$ cat src/rtl/game_sequencer_if.sv
// Game sequencer bus: player/game-event inputs toward the sequencer and
// the sequencer's registered control outputs back to the game datapath.
// The master side drives the events; the sequencer is the slave.
interface game_sequencer_if;
    logic        tick;
    logic        start_key;
    logic        pause_key;
    logic        ball_lost;
    logic [55:0] bricks;

    logic [2:0]  state;
    logic        step_en;
    logic        serve_req;
    logic        clear_req;
    logic [1:0]  lives;
    logic [2:0]  level;
    logic        game_over;

    modport master (
        output tick, start_key, pause_key, ball_lost, bricks,
        input  state, step_en, serve_req, clear_req, lives, level, game_over
    );

    modport slave (
        input  tick, start_key, pause_key, ball_lost, bricks,
        output state, step_en, serve_req, clear_req, lives, level, game_over
    );
endinterface

$ cat src/rtl/game_sequencer.sv
// Brick-breaker game sequencer.
// Walks the game through IDLE -> SERVE -> PLAY and handles ball loss,
// level clear, game over and (optionally) pause. Every output is a flop,
// so each reaction shows up one clock after the input that caused it;
// step_en is raised on the edge that samples the qualifying tick.
// Optional feature: define GAME_SEQUENCER_PAUSE_EN to enable the PAUSE
// state. Without it pause_key is ignored and state never reads 3.
module game_sequencer #(
    parameter int LIVES       = 3,
    parameter int SERVE_TICKS = 4,
    parameter int STEP_DIV    = 2
) (
    input  logic              clock,
    input  logic              reset,
    game_sequencer_if.slave   bus
);

    typedef enum logic [2:0] {
        ST_IDLE  = 3'd0,
        ST_SERVE = 3'd1,
        ST_PLAY  = 3'd2,
        ST_PAUSE = 3'd3,
        ST_LOST  = 3'd4,
        ST_WIN   = 3'd5,
        ST_OVER  = 3'd6
    } state_t;

    localparam logic [1:0] LIVES_INIT = 2'(LIVES);
    localparam logic [3:0] SERVE_LAST = 4'(SERVE_TICKS - 1);
    localparam logic [4:0] DIV_EXT    = 5'(STEP_DIV);
    localparam logic [2:0] LEVEL_MAX  = 3'd7;

    state_t      state_q, state_d;
    logic [3:0]  serve_cnt_q, serve_cnt_d;
    logic [3:0]  step_cnt_q, step_cnt_d;
    logic [1:0]  lives_q, lives_d;
    logic [2:0]  level_q, level_d;
    logic        step_en_q, step_en_d;
    logic        serve_req_q, serve_req_d;
    logic        clear_req_q, clear_req_d;
    logic        game_over_q, game_over_d;

    logic        start_prev_q, start_prev_d;
    logic        start_edge;
    logic [3:0]  step_n;
    logic        step_last;

`ifdef GAME_SEQUENCER_PAUSE_EN
    logic        pause_prev_q, pause_prev_d;
    logic        pause_edge;

    // One pause press is one toggle event: rising edge against last sample
    always_comb begin
        pause_prev_d = bus.pause_key;
        pause_edge   = bus.pause_key & ~pause_prev_q;
    end

    // Previous-value register for the pause key
    always_ff @(posedge clock or negedge reset) begin
        if (!reset) begin
            pause_prev_q <= 1'b0;
        end else begin
            pause_prev_q <= pause_prev_d;
        end
    end
`else
    logic        unused_pause_key;
    assign unused_pause_key = bus.pause_key;
`endif

    // Start press edge detect and the per-level step divider N = max(1, STEP_DIV - level)
    always_comb begin
        start_prev_d = bus.start_key;
        start_edge   = bus.start_key & ~start_prev_q;
        if (DIV_EXT > {2'b00, level_q}) begin
            step_n = 4'(DIV_EXT - {2'b00, level_q});
        end else begin
            step_n = 4'd1;
        end
        step_last = (step_cnt_q >= (step_n - 4'd1));
    end

    // Next-state and next-output logic for the game flow
    always_comb begin
        state_d     = state_q;
        serve_cnt_d = serve_cnt_q;
        step_cnt_d  = step_cnt_q;
        lives_d     = lives_q;
        level_d     = level_q;
        step_en_d   = 1'b0;
        clear_req_d = 1'b0;

        case (state_q)
            ST_IDLE, ST_OVER: begin
                if (start_edge) begin
                    state_d     = ST_SERVE;
                    clear_req_d = 1'b1;
                    lives_d     = LIVES_INIT;
                    level_d     = 3'd0;
                end
            end

            ST_SERVE: begin
                if (bus.tick) begin
                    if (serve_cnt_q >= SERVE_LAST) begin
                        state_d = ST_PLAY;
                    end else begin
                        serve_cnt_d = serve_cnt_q + 4'd1;
                    end
                end
            end

            ST_PLAY: begin
                if (bus.bricks == '0) begin
                    state_d = ST_WIN;
                end else if (bus.ball_lost) begin
                    state_d = ST_LOST;
                end
`ifdef GAME_SEQUENCER_PAUSE_EN
                else if (pause_edge) begin
                    state_d = ST_PAUSE;
                end
`endif
                else if (bus.tick) begin
                    if (step_last) begin
                        step_en_d  = 1'b1;
                        step_cnt_d = 4'd0;
                    end else begin
                        step_cnt_d = step_cnt_q + 4'd1;
                    end
                end
            end

`ifdef GAME_SEQUENCER_PAUSE_EN
            ST_PAUSE: begin
                if (start_edge) begin
                    state_d = ST_IDLE;
                end else if (pause_edge) begin
                    state_d = ST_PLAY;
                end
            end
`endif

            ST_LOST: begin
                if (lives_q <= 2'd1) begin
                    lives_d = 2'd0;
                    state_d = ST_OVER;
                end else begin
                    lives_d = lives_q - 2'd1;
                    state_d = ST_SERVE;
                end
            end

            ST_WIN: begin
                if (level_q != LEVEL_MAX) begin
                    level_d = level_q + 3'd1;
                end
                clear_req_d = 1'b1;
                state_d     = ST_SERVE;
            end

            default: begin
                state_d = ST_IDLE;
            end
        endcase

        // Every state change restarts the serve tick count
        if (state_d != state_q) begin
            serve_cnt_d = 4'd0;
        end

        // A fresh PLAY starts the step phase over; returning from PAUSE keeps it
        if ((state_d == ST_PLAY) && (state_q != ST_PLAY) && (state_q != ST_PAUSE)) begin
            step_cnt_d = 4'd0;
        end

        serve_req_d = (state_d == ST_SERVE);
        game_over_d = (state_d == ST_OVER);
    end

    // State, counters and registered outputs
    always_ff @(posedge clock or negedge reset) begin
        if (!reset) begin
            state_q      <= ST_IDLE;
            serve_cnt_q  <= 4'd0;
            step_cnt_q   <= 4'd0;
            lives_q      <= 2'd0;
            level_q      <= 3'd0;
            step_en_q    <= 1'b0;
            serve_req_q  <= 1'b0;
            clear_req_q  <= 1'b0;
            game_over_q  <= 1'b0;
            start_prev_q <= 1'b0;
        end else begin
            state_q      <= state_d;
            serve_cnt_q  <= serve_cnt_d;
            step_cnt_q   <= step_cnt_d;
            lives_q      <= lives_d;
            level_q      <= level_d;
            step_en_q    <= step_en_d;
            serve_req_q  <= serve_req_d;
            clear_req_q  <= clear_req_d;
            game_over_q  <= game_over_d;
            start_prev_q <= start_prev_d;
        end
    end

    assign bus.state     = state_q;
    assign bus.step_en   = step_en_q;
    assign bus.serve_req = serve_req_q;
    assign bus.clear_req = clear_req_q;
    assign bus.lives     = lives_q;
    assign bus.level     = level_q;
    assign bus.game_over = game_over_q;

endmodule

$ cat src/flat_wrapper.sv
// flat-port wrapper written by rule: the top's interface ports become plain ports
module game_sequencer_flat 
#(
    parameter int LIVES       = 3,
    parameter int SERVE_TICKS = 4,
    parameter int STEP_DIV    = 2
)
  (clock, reset, bus_tick, bus_start_key, bus_pause_key, bus_ball_lost, bus_bricks, bus_state, bus_step_en, bus_serve_req, bus_clear_req, bus_lives, bus_level, bus_game_over);
  game_sequencer_if bus_i ();
  input  logic clock;
  input  logic reset;
  input wire logic [$bits(bus_i.tick)-1:0] bus_tick;
  input wire logic [$bits(bus_i.start_key)-1:0] bus_start_key;
  input wire logic [$bits(bus_i.pause_key)-1:0] bus_pause_key;
  input wire logic [$bits(bus_i.ball_lost)-1:0] bus_ball_lost;
  input wire logic [$bits(bus_i.bricks)-1:0] bus_bricks;
  output wire logic [$bits(bus_i.state)-1:0] bus_state;
  output wire logic [$bits(bus_i.step_en)-1:0] bus_step_en;
  output wire logic [$bits(bus_i.serve_req)-1:0] bus_serve_req;
  output wire logic [$bits(bus_i.clear_req)-1:0] bus_clear_req;
  output wire logic [$bits(bus_i.lives)-1:0] bus_lives;
  output wire logic [$bits(bus_i.level)-1:0] bus_level;
  output wire logic [$bits(bus_i.game_over)-1:0] bus_game_over;
  assign bus_i.tick = bus_tick;
  assign bus_i.start_key = bus_start_key;
  assign bus_i.pause_key = bus_pause_key;
  assign bus_i.ball_lost = bus_ball_lost;
  assign bus_i.bricks = bus_bricks;
  assign bus_state = bus_i.state;
  assign bus_step_en = bus_i.step_en;
  assign bus_serve_req = bus_i.serve_req;
  assign bus_clear_req = bus_i.clear_req;
  assign bus_lives = bus_i.lives;
  assign bus_level = bus_i.level;
  assign bus_game_over = bus_i.game_over;
  game_sequencer #(.LIVES(LIVES), .SERVE_TICKS(SERVE_TICKS), .STEP_DIV(STEP_DIV)) u_core (.clock(clock), .reset(reset), .bus(bus_i));
endmodule
$ cat config.mk
export PLATFORM = sky130hd
export DESIGN_NAME = game_sequencer_flat
export DESIGN_NICKNAME = d
export VERILOG_FILES = /design/src/rtl/game_sequencer_if.sv /design/src/rtl/game_sequencer.sv /design/src/flat_wrapper.sv
export SDC_FILE = /design/constraint.sdc
export NUM_CORES = 1
export LEC_CHECK = 0
export ABC_AREA = 0
export BUFFER_PORTS_ARGS = -buffer_cell sky130_fd_sc_hd__buf_2
export CAP_MARGIN = 20
export CORE_ASPECT_RATIO = 0.7
export CORE_MARGIN = 5
export CORE_UTILIZATION = 35
export CTS_CLUSTER_DIAMETER = 100
export DETAILED_ROUTE_END_ITERATION = 8
export HOLD_SLACK_MARGIN = 0.02
export PLACE_DENSITY_LB_ADDON = 0.12
export RECOVER_POWER = 50
export SLEW_MARGIN = 20
export SYNTH_ARGS = -nofsm -noshare
export SYNTH_HDL_FRONTEND = slang
export SYNTH_SLANG_ARGS = --single-unit
$ cat constraint.sdc
create_clock -name clock -period 2.9 [get_ports clock]
set_input_delay 0.725 -clock clock [delete_from_list [all_inputs] [get_ports clock]]
set_output_delay 0.725 -clock clock [all_outputs]
set_load 0.03 [all_outputs]
* Word level (Yosys, flattened, before mapping)
Cells that the tools add are included.
** Storage, ports and cells
- Register bits :: 21
- Word-level logic and storage cells :: 85
** Operators by class
- Bitwise logic cells :: 2
- $lt $le $gt $ge :: 4
- Equal/unequal tests :: 17
- Reductions and logical operators :: 15
- Add/sub/neg operators :: 6
- Muxes and demuxes :: 31
** Operator list (count)
- zero test 56 bit :: 1
- two-way mux 4 bit :: 11
- two-way mux 3 bit :: 8
- one-hot mux 3 bit (5 select lines) :: 1
- equality test 3 bit, second input constant :: 4
- nonzero test 2 bit :: 6
- adder 4 x 1 -> 4 bit, second input constant :: 2
- equality test 3 x 1 -> 1 bit, second input constant :: 2
- equality test 3 x 2 -> 1 bit, second input constant :: 2
- two-way mux 1 bit :: 6
- != test 2 x 1 -> 1 bit, second input constant :: 3
- != test 3 x 2 -> 1 bit, second input constant :: 2
- one-hot mux 3 bit (2 select lines) :: 1
- AND reduction 3 bit :: 2
- greater-or-equal comparator 4 x 2 -> 1 bit, second input constant :: 1
- greater-or-equal comparator 4 bit :: 1
- two-way mux 2 bit :: 2
- != test 2 bit, second input constant :: 2
- one-hot mux 2 bit (2 select lines) :: 1
- AND reduction 4 bit :: 1
- subtractor 2 x 3 -> 4 bit, first input constant :: 1
- subtractor 4 x 1 -> 4 bit, second input constant :: 1
- adder 3 x 1 -> 3 bit, second input constant :: 1
- greater-than comparator 2 x 3 -> 1 bit, first input constant :: 1
- other kinds (11) :: 12

* Depth between registers and ports, before layout
- Depth after elaboration :: 10
- Gate-level depth with buffers :: 13
- Gate-level depth less buffers :: 12

* Least setup slack after synthesis
No wires, ideal clock.
- Path kind :: register to register
- Start point :: register u_core.level_q[0], in the netlist u_core.bus.level[0]
- End point :: register u_core.step_cnt_q[3]
- Cell stages (with the launch flop) :: 13
- Library setup time :: 0.135 ns
- Buffers on the path :: 1
- Arrival time :: 2.803 ns
- Slack :: -0.037 ns
- Data required time :: 2.765 ns
- Cell sequence :: dfrtp_1 -> ha_1 -> inv_1 -> ha_1 -> a21boi_0 -> and2_1 -> ha_1 -> ha_1 -> a2111oi_0 -> or3_1 -> clkbuf_1 -> a211oi_1 -> o32ai_2
** On the way
- Word-level cells in the longest chain between the ends :: 10
- Elaborated cells on any way between the ends :: 11
- Classes of those cells :: add/sub: 2; order compare: 2; mux: 7
** Ends and longest elaborated chain
- from (decl) :: RTL line game_sequencer.sv:37 : logic [2:0] level_q, level_d;
- from (signal assigned) :: RTL line game_sequencer.sv:199 : level_q <= level_d;
- subtractor 2 x 3 -> 4 bit or greater-than comparator 2 x 3 -> 1 bit (tied branches) :: RTL line game_sequencer.sv:76, game_sequencer.sv:75
- two-way mux 4 bit (*) :: RTL line game_sequencer.sv:75 : if (DIV_EXT > {2'b00, level_q}) begin
- subtractor 4 x 1 -> 4 bit (*) :: RTL line game_sequencer.sv:80 : step_last = (step_cnt_q >= (step_n - 4'd1));
- greater-or-equal comparator 4 bit (*) :: RTL line game_sequencer.sv:80
- two-way mux 4 bit (*) :: RTL line game_sequencer.sv:125 : if (step_last) begin
- two-way mux 4 bit (*) :: RTL line game_sequencer.sv:124 : else if (bus.tick) begin
- two-way mux 4 bit (*) :: RTL line game_sequencer.sv:116 : end else if (bus.ball_lost) begin
- two-way mux 4 bit (*) :: RTL line game_sequencer.sv:114 : if (bus.bricks == '0) begin
- two-way mux 4 bit (*) :: RTL line game_sequencer.sv:93 : case (state_q)
- two-way mux 4 bit (*) :: RTL line game_sequencer.sv:173 : if ((state_d == ST_PLAY) && (state_q != ST_PLAY) && (state_q != ST_PAUSE)) begin
- to (signal assigned) :: RTL line game_sequencer.sv:197 : step_cnt_q <= step_cnt_d;
- to (decl) :: RTL line game_sequencer.sv:35 : logic [3:0] step_cnt_q, step_cnt_d;
Mark *: on every way between the ends. The rest lies on a longest branch, timed or not. The select of a mux whose other input is x is not followed.
A chain may end at the register's enable or synchronous reset.

* Final worst setup path
- Start point :: register u_core.level_q[0], in the netlist u_core.bus.level[0]
- End point :: register u_core.step_cnt_q[2]
The elaborated chain is that of the path after synthesis.

==> out/qor.yml <==
antenna_left: 0
p_per_area_nw_per_um2: 616
seqCellArea_um2: 527
timing.rr.start: "u_core.bus.level[0]"
final.fill_count: 387
grt_pass1_vias: 1346
dieArea_um2: 5380
worstPathMaxFanout: 6
yosysSeqAreaShare_pct: 37.6
rows: 19
cts_tree: "built"
placed_cell_area_um2: 1830
grt_use_total_pct: 13.5
fin_crit_sh_pct: 93.6
finalHoldViolations: 0
drt-total-wl_um: 3600
initial_core_util_pct: 35.8
rsz0062_at_grt: "false"
insertedDiodeCount: 0
critPathKind: "reg2reg"
ys_ff_latch: 21
min_to: "u_core.serve_cnt_q[3]"
netlist_area_um2: 1400
tightest_slew_ps: 1120
drive_gt1_share_pct: 40.1
synthDominantCellAreaShare_pct: 37.6
yosys.area.top_type: "dfrtp_1"
cts_buffers: 3
grt_pass1_wl_um: 6010
drv_cap: 0
fp.dieH_um: 62.9
vdd.ir_drop.worst_v: 0.000332
via_per_inst: 4.95
holdBufCountCts: 0
cp-start-kind: "flip-flop"
antenna_found_initial: 0
clk_pin_slew_ps: 80
finalNetCount: 301
grt_overflow_total: 0
r2r_cells: 12
clk_latency_ps: 260
synthToLayoutAreaGrowth_pct: 36.1
vias: 1380
syn_avg_cell_area_um2: 9.26
tns_ps: 0
maxSlewHeadroom_pct: 25.6
critPathCaptureType: "flip-flop"
yosys_warnings: 0
dr.pass1.iters: 4
synth_edf_count: 0
worstPathRequired_ps: 3040
hp-class: "reg2reg"
clk_path_buf_depth: 2
fin_area_um2: 1900
port_buffers: 72
worst_ep_arrival_time_ps: 2850
ys_types: 45
synthesis.nets: 224
p_leak_nw: 0.921
r2r_setup_slack_ps: 190
fmax_mhz: 369
hold_depth: 1
outcome: "completed"
slew_violations: 0
finalCriticalPeriod_ps: 2710
min_from: "u_core.serve_cnt_q[3]"
r2r-end: "u_core.step_cnt_q[2]"
htree_num_levels: 1
skew_ps: 5.31
ys.flop_type: "dfrtp_1"
cts.sinks: 21
setup_violations: 0
cts_root_buffer: "clkbuf_8"
io_pins: 74
synthCells: 151
dpl.hpwl_um: 2930
synth_area_leaders: "dfrtp_1 38%, ha_1 9.8%, nor4_1 5.8%"
drtIter0Drc: 56
multi_input_area_um2: 855
gp_congestion: 0.727
die_w_um: 85.5
async_flop_share_pct: 100
fp.coreArea_um2: 3900
wire_per_inst_um: 12.9
grt_max_degree: 22
drc: 0
==> per-layer routing <==
layer	GRT usage (%)	wire (um)	up-vias
met5	0	0	-
met2	21.2	1680	34
met3	3.82	203	2
met1	18.2	1690	622
met4	2.96	21	0
li1	-	-	722
==> power by group <==
group          switching, mW  internal, mW
Clock                 0.0918        0.0978
Sequential            0.0586         0.338
Combinational          0.303         0.282
Total                  0.453         0.718
==> cell usage in the layout, fill, tap and decap left out, types with 2 or more instances in the layout <==
cell	instances
nor2_1	9
nand2_1	13
a21boi_0	2
dfrtp_1	20
o211ai_1	2
ha_1	11
nand2b_1	7
o22ai_1	2
o21ai_0	5
a211oi_1	3
nor3_1	2
clkbuf_8	3
nor2b_1	5
and2_1	4
o32a_1	2
inv_1	6
buf_2	70
nand3_1	5
buf_4	4
a21oi_1	2
nand3b_1	3
clkbuf_1	3
nand4_1	3
nor4_1	13
==> cell usage after synthesis (2+ instances only) <==
| library cell | instances |
|---|---|
| o21ai_0 | 5 |
| nand4_1 | 3 |
| o32a_1 | 2 |
| nand3b_1 | 3 |
| nor3_1 | 3 |
| nand3_1 | 5 |
| inv_1 | 6 |
| a21oi_1 | 2 |
| and2_1 | 4 |
| a21boi_0 | 3 |
| clkbuf_1 | 4 |
| dfrtp_1 | 21 |
| nor2b_1 | 5 |
| or3_1 | 2 |
| o211ai_1 | 2 |
| o22ai_1 | 2 |
| nand2b_1 | 7 |
| ha_1 | 11 |
| nor2_1 | 9 |
| nor4_1 | 13 |
| a211oi_1 | 3 |
| nand2_1 | 13 |
==> sequential cells by signal (all words and copies together) (netlist names) <==
register and cells:
u_core.step_cnt_q 4, u_core.bus.step_en 1, u_core.bus.level 3, u_core.bus.clear_req 1
u_core.serve_cnt_q 4, u_core.start_prev_q 1, u_core.bus.serve_req 1, u_core.bus.state 3
u_core.bus.lives 2, u_core.bus.game_over 1
==> stage by stage <==
step                      setup WS (ps)  power [mW]  instances  hold WS (ps)  util, %
after global placement             14.4       0.897        274           475     47.0
after CTS                          13.5        1.10        278           422     48.1
after detailed placement           43.6       0.896        274           485     47.0
after floorplan                   0.779       0.758        151           429        -
after global routing               12.6        1.27        279           518     48.8
final                               187        1.17        279           493     48.8
==> worst max-delay path by stage <==
stage	from	end	slack, ps	cells after the start
global route	u_core.bus.level[0]	u_core.step_cnt_q[2]	10	12
CTS	u_core.bus.level[0]	u_core.step_cnt_q[2]	10	12
global placement	u_core.bus.level[0]	u_core.step_cnt_q[3]	10	12
finish	u_core.bus.level[0]	u_core.step_cnt_q[2]	190	12
floorplan	u_core.bus.level[1]	u_core.step_cnt_q[3]	0.8	12
detailed placement	u_core.bus.level[0]	u_core.step_cnt_q[3]	40	11
==> cell families (layout without fill, tap and decap cells) <==
family | Yosys count | in the layout | synth area share (%)
simple gates | 74 | 74 | 30.8
mux | 1 | 1 | 0.716
xor+xnor | 2 | 2 | 1.25
flops | 21 | 21 | 37.6
compound gates | 32 | 32 | 17.1
buf+inv | 10 | 86 | 2.69
fa+ha+maj | 11 | 11 | 9.85
==> critical path: stages (launching register included) <==
cell	delay [ps]
dfrtp_2	400
ha_1	220
inv_1	60
ha_1	150
a21boi_2	180
and2_1	170
ha_1	160
xor2_1	190
ha_1	220
nor3_1	60
or3_4	400
a211oi_1	260
o22ai_1	120
==> area by class of cell <==
class | count | share of cell area (%)
repair buffers | 76 | 20.4
inverters | 6 | 1.18
multi-input cells | 120 | 44.9
clock buffers | 4 | 2.37
flip-flops and latches | 21 | 27.7
well taps | 52 | 3.42
==> what timing repair did <==
item / 4_1_cts / 5_1_grt
endpoints found under the setup margin: 0 / 4
setup buffers: 0 / 1
gates resized for setup: 0 / 6
Note: power is estimated with default switching activity, not from simulation.
